`src/rtl/port_pkt_buffer.sv`:
```
// port_pkt_buffer: store-and-forward packet buffer behind one output port.
// Beats are written into a circular buffer. Only whole, well-formed packets
// are exposed to the valid/ready consumer. Over-length, overflowing or
// protocol-broken packets are rewound and reported with a one-cycle drop.
module port_pkt_buffer #(
  parameter int DATA_W  = 8,
  parameter int DEPTH   = 64,
  parameter int MAX_PKT = 32,
  parameter int AW      = $clog2(DEPTH)
) (
  input  logic              clk,
  input  logic              reset,
  input  logic              in_valid,
  input  logic [DATA_W-1:0] in_data,
  input  logic              in_sop,
  input  logic              in_eop,
  input  logic              out_ready,
  output logic              out_valid,
  output logic [DATA_W-1:0] out_data,
  output logic              out_sop,
  output logic              out_eop,
  output logic [AW:0]       pkt_count,
  output logic              drop,
  output logic              full
);

  localparam int PW = AW + 1;
  localparam int LW = $clog2(MAX_PKT + 1);

  typedef enum logic [1:0] {IDLE, RECV, DISCARD} wr_state_t;

  logic [DATA_W:0] mem [DEPTH];

  wr_state_t       state, state_nxt;
  logic [PW-1:0]   wr_ptr, cm_ptr, rd_ptr;
  logic [PW-1:0]   wr_nxt, cm_nxt, rd_nxt;
  logic [PW-1:0]   base;
  logic [LW-1:0]   len, len_nxt;
  logic            we;
  logic [AW-1:0]   waddr;
  logic            drop_nxt;
  logic            commit;
  logic            start;
  logic            avail;
  logic            load;
  logic            pop_eop;
  logic            out_first;

  // Write-side decode: decide what the incoming beat does to the open packet.
  always_comb begin
    state_nxt = state;
    wr_nxt    = wr_ptr;
    cm_nxt    = cm_ptr;
    len_nxt   = len;
    we        = 1'b0;
    waddr     = wr_ptr[AW-1:0];
    drop_nxt  = 1'b0;
    commit    = 1'b0;
    start     = 1'b0;
    base      = cm_ptr;
    if (in_valid) begin
      case (state)
        IDLE: start = in_sop;
        RECV: begin
          if (in_sop) begin
            drop_nxt = 1'b1;
            start    = 1'b1;
          end else if (((wr_ptr - rd_ptr) < PW'(DEPTH)) && (len < LW'(MAX_PKT))) begin
            we      = 1'b1;
            wr_nxt  = wr_ptr + 1'b1;
            len_nxt = len + 1'b1;
            if (in_eop) begin
              cm_nxt    = wr_ptr + 1'b1;
              commit    = 1'b1;
              state_nxt = IDLE;
            end
          end else begin
            wr_nxt = cm_ptr;
            if (in_eop) begin
              drop_nxt  = 1'b1;
              state_nxt = IDLE;
            end else begin
              state_nxt = DISCARD;
            end
          end
        end
        DISCARD: begin
          if (in_sop) begin
            drop_nxt = 1'b1;
            start    = 1'b1;
          end else if (in_eop) begin
            drop_nxt  = 1'b1;
            state_nxt = IDLE;
          end
        end
        default: state_nxt = IDLE;
      endcase
      if (start) begin
        waddr  = base[AW-1:0];
        wr_nxt = base;
        if ((base - rd_ptr) < PW'(DEPTH)) begin
          we      = 1'b1;
          wr_nxt  = base + 1'b1;
          len_nxt = LW'(1);
          if (in_eop) begin
            cm_nxt    = base + 1'b1;
            commit    = 1'b1;
            state_nxt = IDLE;
          end else begin
            state_nxt = RECV;
          end
        end else if (in_eop) begin
          drop_nxt  = 1'b1;
          state_nxt = IDLE;
        end else begin
          state_nxt = DISCARD;
        end
      end
    end
  end

  // Read-side decode: refill the output register whenever it is free or being taken.
  always_comb begin
    avail   = (cm_ptr != rd_ptr);
    load    = avail && (!out_valid || out_ready);
    rd_nxt  = load ? (rd_ptr + 1'b1) : rd_ptr;
    pop_eop = out_valid && out_ready && out_eop;
  end

  // Write FSM and write pointers; full reflects occupancy after this edge.
  always_ff @(posedge clk) begin
    if (!reset) begin
      state  <= IDLE;
      wr_ptr <= '0;
      cm_ptr <= '0;
      len    <= '0;
      drop   <= 1'b0;
      full   <= 1'b0;
    end else begin
      state  <= state_nxt;
      wr_ptr <= wr_nxt;
      cm_ptr <= cm_nxt;
      len    <= len_nxt;
      drop   <= drop_nxt;
      full   <= ((wr_nxt - rd_nxt) == PW'(DEPTH));
    end
  end

  // Beat storage: data plus its eop flag so the reader can frame packets.
  always_ff @(posedge clk) begin
    if (we) begin
      mem[waddr] <= {in_eop, in_data};
    end
  end

  // Output register: loads the next committed beat, holds while stalled.
  always_ff @(posedge clk) begin
    if (!reset) begin
      rd_ptr    <= '0;
      out_valid <= 1'b0;
      out_data  <= '0;
      out_sop   <= 1'b0;
      out_eop   <= 1'b0;
      out_first <= 1'b1;
    end else if (load) begin
      rd_ptr    <= rd_ptr + 1'b1;
      out_valid <= 1'b1;
      out_data  <= mem[rd_ptr[AW-1:0]][DATA_W-1:0];
      out_eop   <= mem[rd_ptr[AW-1:0]][DATA_W];
      out_sop   <= out_first;
      out_first <= mem[rd_ptr[AW-1:0]][DATA_W];
    end else if (out_ready) begin
      out_valid <= 1'b0;
    end
  end

  // Committed-packet counter: up on commit, down when a packet's last beat leaves.
  always_ff @(posedge clk) begin
    if (!reset) begin
      pkt_count <= '0;
    end else begin
      case ({commit, pop_eop})
        2'b10:   pkt_count <= pkt_count + 1'b1;
        2'b01:   pkt_count <= pkt_count - 1'b1;
        default: pkt_count <= pkt_count;
      endcase
    end
  end

endmodule

```
`config.mk`:
```
export PLATFORM = sky130hd
export DESIGN_NAME = port_pkt_buffer
export DESIGN_NICKNAME = d
export VERILOG_FILES = /design/src/rtl/port_pkt_buffer.sv
export SDC_FILE = /design/constraint.sdc
export NUM_CORES = 1
export LEC_CHECK = 0
export ABC_AREA = 0
export CAP_MARGIN = 25
export CORE_UTILIZATION = 56
export CTS_BUF_LIST = sky130_fd_sc_hd__clkbuf_16
export CTS_CLUSTER_DIAMETER = 200
export DETAILED_ROUTE_END_ITERATION = 10
export GPL_TIMING_DRIVEN = 0
export PLACE_DENSITY = 0.69
export REMOVE_ABC_BUFFERS = 1
export SKIP_LAST_GASP = 1
export SYNTH_ARGS = -nofsm -noshare
export SYNTH_HDL_FRONTEND = slang
export SYNTH_SLANG_ARGS = --single-unit
```
`constraint.sdc`:
```
create_clock -name clk -period 6.4 [get_ports clk]
set_input_delay 1.92 -clock clk [delete_from_list [all_inputs] [get_ports clk]]
set_output_delay 1.92 -clock clk [all_outputs]
set_load 0.01 [all_outputs]
```
==> flow_metrics.env <==
export IMPL_status="completed"
export IMPL_wl_per_cell_um=26.68
export IMPL_drtAntennaViolNets=0
export IMPL_power_density_mw_per_mm2=345.4
export IMPL_grt_use_total_pct=24.70
export IMPL_place_gp_congestion=0.9418
export IMPL_worstSetupStartpointType="register"
export IMPL_num_antenna_cells=0
export IMPL_port_buffers=33
export IMPL_synthDominantCellAreaShare_pct=67.41
export IMPL_dp_hpwl_um=35120
export IMPL_fin_crit_ns=5.944
export IMPL_grt_pass1_wl_um=84410
export IMPL_period_share_pct=92.88
export IMPL_drive_gt1_share_pct=22.02
export IMPL_fin_skew_ns=0.02061
export IMPL_report_final_slew_viol_count=0
export IMPL_core_area_mm2=0.04528
export IMPL_cp_required_ns=6.89
export IMPL_htreeDepth=2
export IMPL_final_common_cell="edfxtp_1"
export IMPL_instances_no_fill=2103
export IMPL_grt_remaining_overflow=0
export IMPL_clkTransAtPathRegs_ns=0.06
export IMPL_postCtsSetupBuffers=0
export IMPL_synth_cell_types=65
export IMPL_cts_buffers=60
export IMPL_areaGrowthSynthToFinish_pct=12.79
export IMPL_use_met2_pct=38.86
export IMPL_syn_area_mm2=0.02566
export IMPL_hold_class="register to register"
export IMPL_top_usage_layer="met2"
export IMPL_die_x_um=216.1
export IMPL_setup_viol=0
export IMPL_synthCells=1389
export IMPL_nFillCells=3112
export IMPL_end_kind="register"
export IMPL_hold_worst_slack_ns=0.4534
export IMPL_antenna_found_initial=1
export IMPL_first_pass_iters=5
export IMPL_clk_path_buf_depth=3
export IMPL_design_area_mm2=0.02894
export IMPL_crit_type="register to register"
export IMPL_clk_latency_ns=0.63
export IMPL_grt_use_met1_pct=34.96
export IMPL_synth_seq_cells=626
export IMPL_cts_hold_buffers=0
export IMPL_worst_pin_slew_ns=1.062
export IMPL_synthTopCellsByArea="edfxtp_1 (67%), mux4_2 (15%), dfxtp_1 (3.9%), nor2_1 (1.7%), ha_1 (1.4%)"
export IMPL_use_met3_pct=4.196
export IMPL_place_area_mm2=0.02692
export IMPL_dieHeight_um=216.1
export IMPL_critical_path_peak_fanout=41
export IMPL_dp_cells=1984
export IMPL_post_cts_resized=0
export IMPL_seqCellArea_mm2=0.01831
export IMPL_start_util_pct=56.66
export IMPL_final_cell_mix="edfxtp_1 (576), mux4_2 (176), nor2_1 (118)"
export IMPL_p_leak_nw=9.055
export IMPL_via_count=13180
export IMPL_wl_um=56120
export IMPL_yosys_warnings=0
export IMPL_first_global_vias=13280
export IMPL_nets=1494
export IMPL_slew_headroom_pct=28.93
export IMPL_io_pins=34
export IMPL_clock_sinks=626
export IMPL_hold_viol=0
export IMPL_drt_iter0_markers=1322
export IMPL_clock_root_buffer="clkbuf_16"
export IMPL_grt_max_degree=61
export IMPL_rows=78
export IMPL_clock_fmax_mhz=168.2
export IMPL_avgViaCountPerCell=6.268
export IMPL_maxCapViolations=0
export IMPL_synth_edff_count=576
export IMPL_ys_seq_area_share_pct=71.31
export IMPL_synth_top_cell_by_area="edfxtp_1"
export IMPL_critPathArrivalTime_ns=6.43
export IMPL_drc=0
export IMPL_synth_area_per_cell_um2=18.47
export IMPL_multi_input_area_mm2=0.006969
export IMPL_rsz0062_at_grt="no"
export IMPL_ys_async_sr_fraction_pct=0
export IMPL_cts_tree="done"
export IMPL_dieArea_mm2=0.04668
export IMPL_synth_top_flop_cell="edfxtp_1"
export IMPL_vdd_drop_max_mv=0.2304
[sequential cells by signal, summed over array words and instances (netlist names), 2 cells and up]
signal and flops:
pkt_count 7, base 7, len 6, out_data 8
state 2, mem 576, wr_ptr 7, rd_ptr 7
[stage by stage]
stage | setup WS [ns] | power (mW) | util [%] | setup TNS, ns
floorplan | -3.560 | 6.138 | - | -1327.19
global placement | -6.930 | 6.820 | 58.35 | -3584.24
detailed placement | 0.1105 | 6.550 | 59.44 | 0
CTS | 0.2391 | 10.06 | 63.77 | 0
global route | 0.02167 | 10.33 | 63.91 | 0
finish | 0.4560 | 9.996 | 63.91 | 0
[path summary, 6_finish.rpt]
path	end	startpoint	slack, ns	cells after the start
worst max-delay path	pkt_count[6]$_SDFFE_PN0P_	rd_ptr[4]$_SDFF_PN0_	0.46	20
worst min-delay path	out_data[6]$_SDFFE_PN0P_	out_data[6]$_SDFFE_PN0P_	0.45	2
worst max register to register	pkt_count[6]$_SDFFE_PN0P_	rd_ptr[4]$_SDFF_PN0_	0.46	20
worst min register to register	out_data[6]$_SDFFE_PN0P_	out_data[6]$_SDFFE_PN0P_	0.45	2
[power breakdown]
group	switching, mW	internal, mW
combinational	0.933	0.924
sequential	0.0975	4.52
clock	1.52	1.99
total	2.55	7.44
[cells by family (layout without fill, tap and decap cells)]
kind of cell / Yosys count / after routing / synth area share, %
buf+inv: 87 / 201 / 1.531
flops: 626 / 626 / 71.31
compound gates: 157 / 157 / 4.033
mux: 187 / 187 / 15.89
xor+xnor: 30 / 30 / 1.024
fa+ha+maj: 28 / 28 / 1.365
simple gates: 274 / 274 / 4.852
[layout make-up]
| type | instances | area share [%] |
|---|---|---|
| Timing Repair Buffer | 68 | 3.022 |
| Clock inverter | 53 | 1.591 |
| Tap cell | 600 | 2.594 |
| Inverter | 20 | 0.2680 |
| Multi-Input combinational cell | 676 | 24.08 |
| Sequential cell | 626 | 63.26 |
| Clock buffer | 60 | 5.188 |
[Yosys cell counts, drive strengths merged, types with 4 or more instances]
master  count
nor3       13
and3        6
a22oi      22
clkbuf     29
nand2b     15
xor2       11
nand2      70
xnor2      19
o22ai       4
or3         6
edfxtp    576
mux4      176
inv        19
mux2i       9
nor2b       5
a21oi      45
and2        6
buf        38
o31ai       4
dfxtp      50
nand3      18
nor2      118
a21o        8
ha         28
nand4       6
o21ai      41
[metal layers]
layer | vias up | part of all wire [%]
li1 | 5761 | -
met1 | 6807 | 41
met2 | 502 | 48
met3 | 110 | 7.2
met4 | 2 | 3.6
met5 | - | 0.018
[worst max-delay path, stage by stage (launching register included)]
cell	delay, ns
dfxtp_1	0.50
inv_4	0.73
ha_1	0.39
nand2_1	0.07
o21a_1	0.15
o21ai_1	0.13
a21oi_2	0.64
or2_1	0.39
a21oi_2	0.12
inv_2	0.15
ha_1	0.54
xor2_1	0.14
ha_1	0.21
a21oi_1	0.22
o21ai_0	0.13
a221oi_1	0.48
nand2b_1	0.10
a211o_1	0.30
a21oi_1	0.18
xnor2_1	0.15
nor2_1	0.06
Power figures use the tool's default switching activity.
==> variant 1, RTL diff (same flow settings) <==
Reset style: asynchronous (`reset`), changed in 3 clocked blocks.
--- a/src/rtl/port_pkt_buffer.sv
+++ b/src/rtl/port_pkt_buffer.sv
@@ -128,7 +128,7 @@
   end
 
   // Write FSM and write pointers; full reflects occupancy after this edge.
-  always_ff @(posedge clk) begin
+  always_ff @(posedge clk or negedge reset) begin
     if (!reset) begin
       state  <= IDLE;
       wr_ptr <= '0;
@@ -154,7 +154,7 @@
   end
 
   // Output register: loads the next committed beat, holds while stalled.
-  always_ff @(posedge clk) begin
+  always_ff @(posedge clk or negedge reset) begin
     if (!reset) begin
       rd_ptr    <= '0;
       out_valid <= 1'b0;
@@ -175,7 +175,7 @@
   end
 
   // Committed-packet counter: up on commit, down when a packet's last beat leaves.
-  always_ff @(posedge clk) begin
+  always_ff @(posedge clk or negedge reset) begin
     if (!reset) begin
       pkt_count <= '0;
     end else begin
Formal check against the unedited RTL: differs if reset is asserted again (counterexample within 4 cycles, from zero or initial values and one cycle with reset low); with reset held inactive, the same outputs for 4 cycles.
==> variant 1 against the original RTL <==
  * Final area about the same
  * Routed wire length up 3.4%
  * Setup slack worse by 0.081 ns
  * Synthesized area is 1.2% higher
  * Global-route usage grew 0.84 points
  * Via count is 2.5% higher
  * Sequential cell count stayed put
  * Die area grew 1.1%
  * Critical path depth fell by 5
  * Non-clock buffer count fell by 12
Power is not compared: it rests on default switching activity, and its combinational part moved more than twofold at a synthesized area within 25%.
==> variant 1: results (changes against the original RTL) <==
* Slew @ Worst Pin at 1.02 ns (-0.0455 ns)
* Cells after DPL at 2000 (+0.81%)
* Layout net count at 1507 (+0.87%)
* Non-clk buf share at 2.50% (-0.52 points)
* Seq/Total Area, Yosys at 71.5% (+0.15 points)
* Largest regs: mem (576), out_data (8)
* Layout clock area frac at 6.40% (-0.38 points)
* Initial antenna violation count at 0 (-1)
* R2R depth at 18 (-10%)
* Setup Skew at 0.0120 ns (-0.00860 ns)
* Synthesized instance count at 1422 (+2.4%)
* Outcome: finished clean
* Distinct cell type count after synthesis at 66 (+1.5%)
* Num CTS Buffers at 61 (+1.7%)
* P_seq at 5030 uW
* Area contributors post-synth: edfxtp_1 (67%), mux4_2 (14%), dfrtp_1 (4.7%), nor2_1 (1.5%), nand2_1 (1.4%)
* DRT iter0 DRCs at 1326 (+0.30%)
* WHS at 0.484 ns (+0.0307 ns)
* Hold EP: pkt_count[6]$_DFFE_PN0P_
* DP Wirelength at 36.1 mm (+2.7%)
* Share of layout cells above drive strength 1 at 19.2% (-2.8 points)
* Multi-input gates at 697 (+3.1%)
* CP max stage cell: nor2b_1
* Non-clock inverters at 23 (+15%)
* Vias at 13500 (+2.5%)
* Post-synth top cells: edfxtp_1 (576), mux4_2 (160), nor2_1 (101)
* Reg2reg start: rd_ptr[3]$_DFF_PN0_
* Sequential Area at 18600 um^2 (+1.4%)
* Worst Path Max Fanout at 15 (-63%)
* Resized cells post-CTS at 1 (+1)
* Hold_sp: pkt_count[6]$_DFFE_PN0P_
* Asr flop ratio synth at 7.99% (+8.0 points)
* Fill cells at 3134 (+0.71%)
* Fraction of area in multi-input gates at 24.0% (-0.080 points)
* Core box area at 45600 um^2 (+0.65%)
* Nonclk buf count at 56 (-18%)
* Largest net degree at the start of global routing at 52 (-15%)
* Reg-to-reg setup timing slack at 0.57 ns (+0.11 ns)
* GRT Util Overall at 25.5% (+0.84 points)
* WL/cell at 27.5 um (+2.9%)
* Post-Place Worst Slack at -0.434 ns (-0.545 ns)
* Post-DR vias/cell at 6.39 (+2.0%)
* First-pass GRT wire length at 87.6 mm (+3.7%)
* Worst path top cell family by delay: simple AND/OR/NAND/NOR gates
* Worst Path Arrival at 6.52 ns (+0.09 ns)
* Gpl congestion at 0.899 (-4.6%)
* Hold Path Stages at 1 (-1)
* FF-to-FF End: pkt_count[6]$_DFFE_PN0P_
* CP peak stage delay at 0.69 ns (-0.04 ns)
[variant 1: cell count changes in the layout (fill, tap and decap cells not counted), sizes merged, moves of 12 or more]
| cell | unedited run | this run |
|---|---|---|
| dfrtp | 0 | 49 |
| o21ai | 41 | 27 |
| nor2 | 118 | 101 |
| buf | 44 | 32 |
| mux4 | 176 | 160 |
| nand3 | 18 | 31 |
| a22oi | 22 | 4 |
| mux2i | 9 | 26 |
| nand2 | 70 | 95 |
| dfxtp | 50 | 0 |
[variant 1: how the worst max path moves through the flow]
stage,end,slack [ns],start,cells after the start
after floorplan,pkt_count[6]$_DFFE_PN0P_,-1.46,rd_ptr[0]$_DFF_PN0_,17
after global placement,full$_DFF_PN0_,-5.51,rd_ptr[0]$_DFF_PN0_,10
after detailed placement,pkt_count[6]$_DFFE_PN0P_,-0.43,in_valid,14
after CTS,pkt_count[6]$_DFFE_PN0P_,0.12,rd_ptr[4]$_DFF_PN0_,18
after global routing,pkt_count[6]$_DFFE_PN0P_,0.09,rd_ptr[1]$_DFF_PN0_,20
final,pkt_count[6]$_DFFE_PN0P_,0.37,in_sop,15
[variant 1: kinds of logic after synthesis]
family / Yosys count / share of synthesized area (%)
AO/OA/AOI/OAI: 159 / 4.23
XOR/XNOR: 30 / 1.01
adder cells (fa/ha/maj): 28 / 1.35
buffers and inverters: 99 / 1.81
flip-flops: 626 / 71.5
multiplexers: 194 / 15.2
AND/OR/NAND/NOR: 286 / 4.89
[variant 1: metal layers]
| layer | part of all wire [%] | GRT usage [%] | vias up |
|---|---|---|---|
| li1 | - | - | 5847 |
| met1 | 42 | 37.5 | 7001 |
| met2 | 47 | 39.0 | 563 |
| met3 | 7.4 | 4.29 | 101 |
| met4 | 3.3 | 9.51 | 0 |
| met5 | 0 | 0 | - |
==> variant 2, RTL diff (same settings) <==
Without the edit above. Change the parameter `MAX_PKT` from 32 to 16.
--- a/src/rtl/port_pkt_buffer.sv
+++ b/src/rtl/port_pkt_buffer.sv
@@ -5,7 +5,7 @@
 module port_pkt_buffer #(
   parameter int DATA_W  = 8,
   parameter int DEPTH   = 64,
-  parameter int MAX_PKT = 32,
+  parameter int MAX_PKT = 16,
   parameter int AW      = $clog2(DEPTH)
 ) (
   input  logic              clk,
Formal check against the unedited RTL: no difference found for any inputs over 4 cycles, from zero or initial values and one cycle with reset low; that may be too few to reach the edited logic, so the function may still have changed.
==> variant 2 against the original RTL <==
  * Synthesized cell count up 5.5%
  * Clock power up 5.7%
  * Count of clock-buffer cells in the layout up 1
  * Routed wire length up 5.6%
  * Largest power group unchanged
  * Largest cell class unchanged
  * Sequential cell count down 1
  * Setup slack better by 0.13 ns
  * Final area up 0.64%
  * Synthesized area up 0.45%
  * Total power down 0.86%
  * Utilization up 0.27 points
  * Die area up 0.44%
  * Final cell count up 2.9%
==> variant 2: results (changes against the original RTL) <==
* Power Total at 9910 uW (-0.86%)
* WL/cell at 27.4 um (+2.7%)
* Fill cells at 3157 (+1.4%)
* Slew @ Worst Pin at 1.02 ns (-0.0416 ns)
* Total wire length at 59.3 mm (+5.6%)
* Metal2 WL at 28.9 mm (+6.1%)
* Area contributors post-synth: edfxtp_1 (67%), mux4_2 (12%), dfxtp_1 (3.8%), a22oi_1 (2.0%), nor2_1 (1.6%)
* Non-clk buf share at 2.88% (-0.14 points)
* DRT iter0 DRCs at 1708 (+29%)
* Share of layout cells above drive strength 1 at 20.2% (-1.9 points)
* Worst Path Max Fanout at 16 (-61%)
* Met2 usage at 41.4% (+2.6 points)
* VDD IR max at 0.274 mV (+19%)
* Distinct cell type count after synthesis at 71 (+9.2%)
* Nonclk buf count at 62 (-8.8%)
* Vias in the first global route at 13900 (+4.9%)
* Fraction of area in multi-input gates at 24.4% (+0.30 points)
* Final WS setup at 0.583 ns (+0.127 ns)
* Outcome: finished clean
* Post-Place Worst Slack at -0.00727 ns (-0.118 ns)
* Post-DP Area at 27000 um^2 (+0.26%)
* Clock power frac at 37.5% (+2.3 points)
* Gpl congestion at 0.907 (-3.7%)
* Layout clock area frac at 7.17% (+0.39 points)
* Top Metal Used: met4
* DR WL met3 at 3.92 mm (-2.8%)
* Layout net count at 1553 (+3.9%)
* Sequential Area at 18300 um^2 (about the same)
* Multi-input gates at 746 (+10%)
* Flops & latches, synth at 625 (-0.16%)
* Seq/Total Area, Yosys at 70.9% (-0.40 points)
* Reg-to-reg setup timing slack at 0.58 ns (+0.13 ns)
* DP Wirelength at 37.6 mm (+7.2%)
* GRT Util Overall at 26.0% (+1.3 points)
* Sequential cell area share at 62.8% (-0.46 points)
* Die area at 46900 um^2 (+0.44%)
* Mean Syn Cell Area at 17.6 um^2 (-4.8%)
* FF-to-FF End: pkt_count[4]$_SDFFE_PN0P_
* Post-DR vias/cell at 6.44 (+2.7%)
* GR Util met3 at 3.75% (-0.45 points)
* P_seq at 4610 uW (about the same)
==> variant 2: changes by cell type in the layout (fill, tap and decap cells not counted), sizes merged, moves of 6 or more <==
cell,change
a21oi,+27
a22oi,+45
a31oi,+7
buf,-6
inv,-10
mux2,+9
mux4,-35
nand2b,-6
nand4,+11
nor2,-10
nor3,+15
o21ai,-19
o32ai,+7
==> variant 2: kinds of logic after synthesis <==
| kind of cell | after synthesis | share of synthesized area [%] |
|---|---|---|
| AOI/OAI and AO/OA | 244 | 6.46 |
| and+or+nand+nor | 286 | 5.60 |
| DFF | 625 | 70.9 |
| adders and majority gates | 28 | 1.36 |
| buffers and inverters | 95 | 1.60 |
| xor gates and xnor gates | 29 | 0.985 |
| muxes | 159 | 13.1 |
==> variant 2: worst min-delay path by stage <==
stage	startpoint	endpoint	slack, ns	cells after the start
2_1_floorplan	out_first$_SDFFE_PN1P_	out_sop$_SDFFE_PN0P_	0.46	2
6_report	len[1]$_SDFFE_PN0P_	len[1]$_SDFFE_PN0P_	0.50	2
3_3_place_gp	out_first$_SDFFE_PN1P_	out_sop$_SDFFE_PN0P_	0.48	2
3_5_place_dp	len[1]$_SDFFE_PN0P_	len[1]$_SDFFE_PN0P_	0.50	2
5_1_grt	len[1]$_SDFFE_PN0P_	len[1]$_SDFFE_PN0P_	0.52	2
4_1_cts	len[1]$_SDFFE_PN0P_	len[1]$_SDFFE_PN0P_	0.51	2
==> variant 2: critical path: cells and delay by family (launching register included) <==
kind | cells | cell delay [ns]
flops | 1 | 0.72
fa+ha+maj | 3 | 1.09
simple gates | 3 | 0.97
xor+xnor | 2 | 0.38
compound gates | 8 | 2.00
buf+inv | 2 | 0.57
==> variant 2: timing repair <==
action	4_1_cts	5_1_grt
setup buffers	0	2
hold endpoints to repair	0	0
resized for setup	0	5
endpoints found under the setup margin	0	2
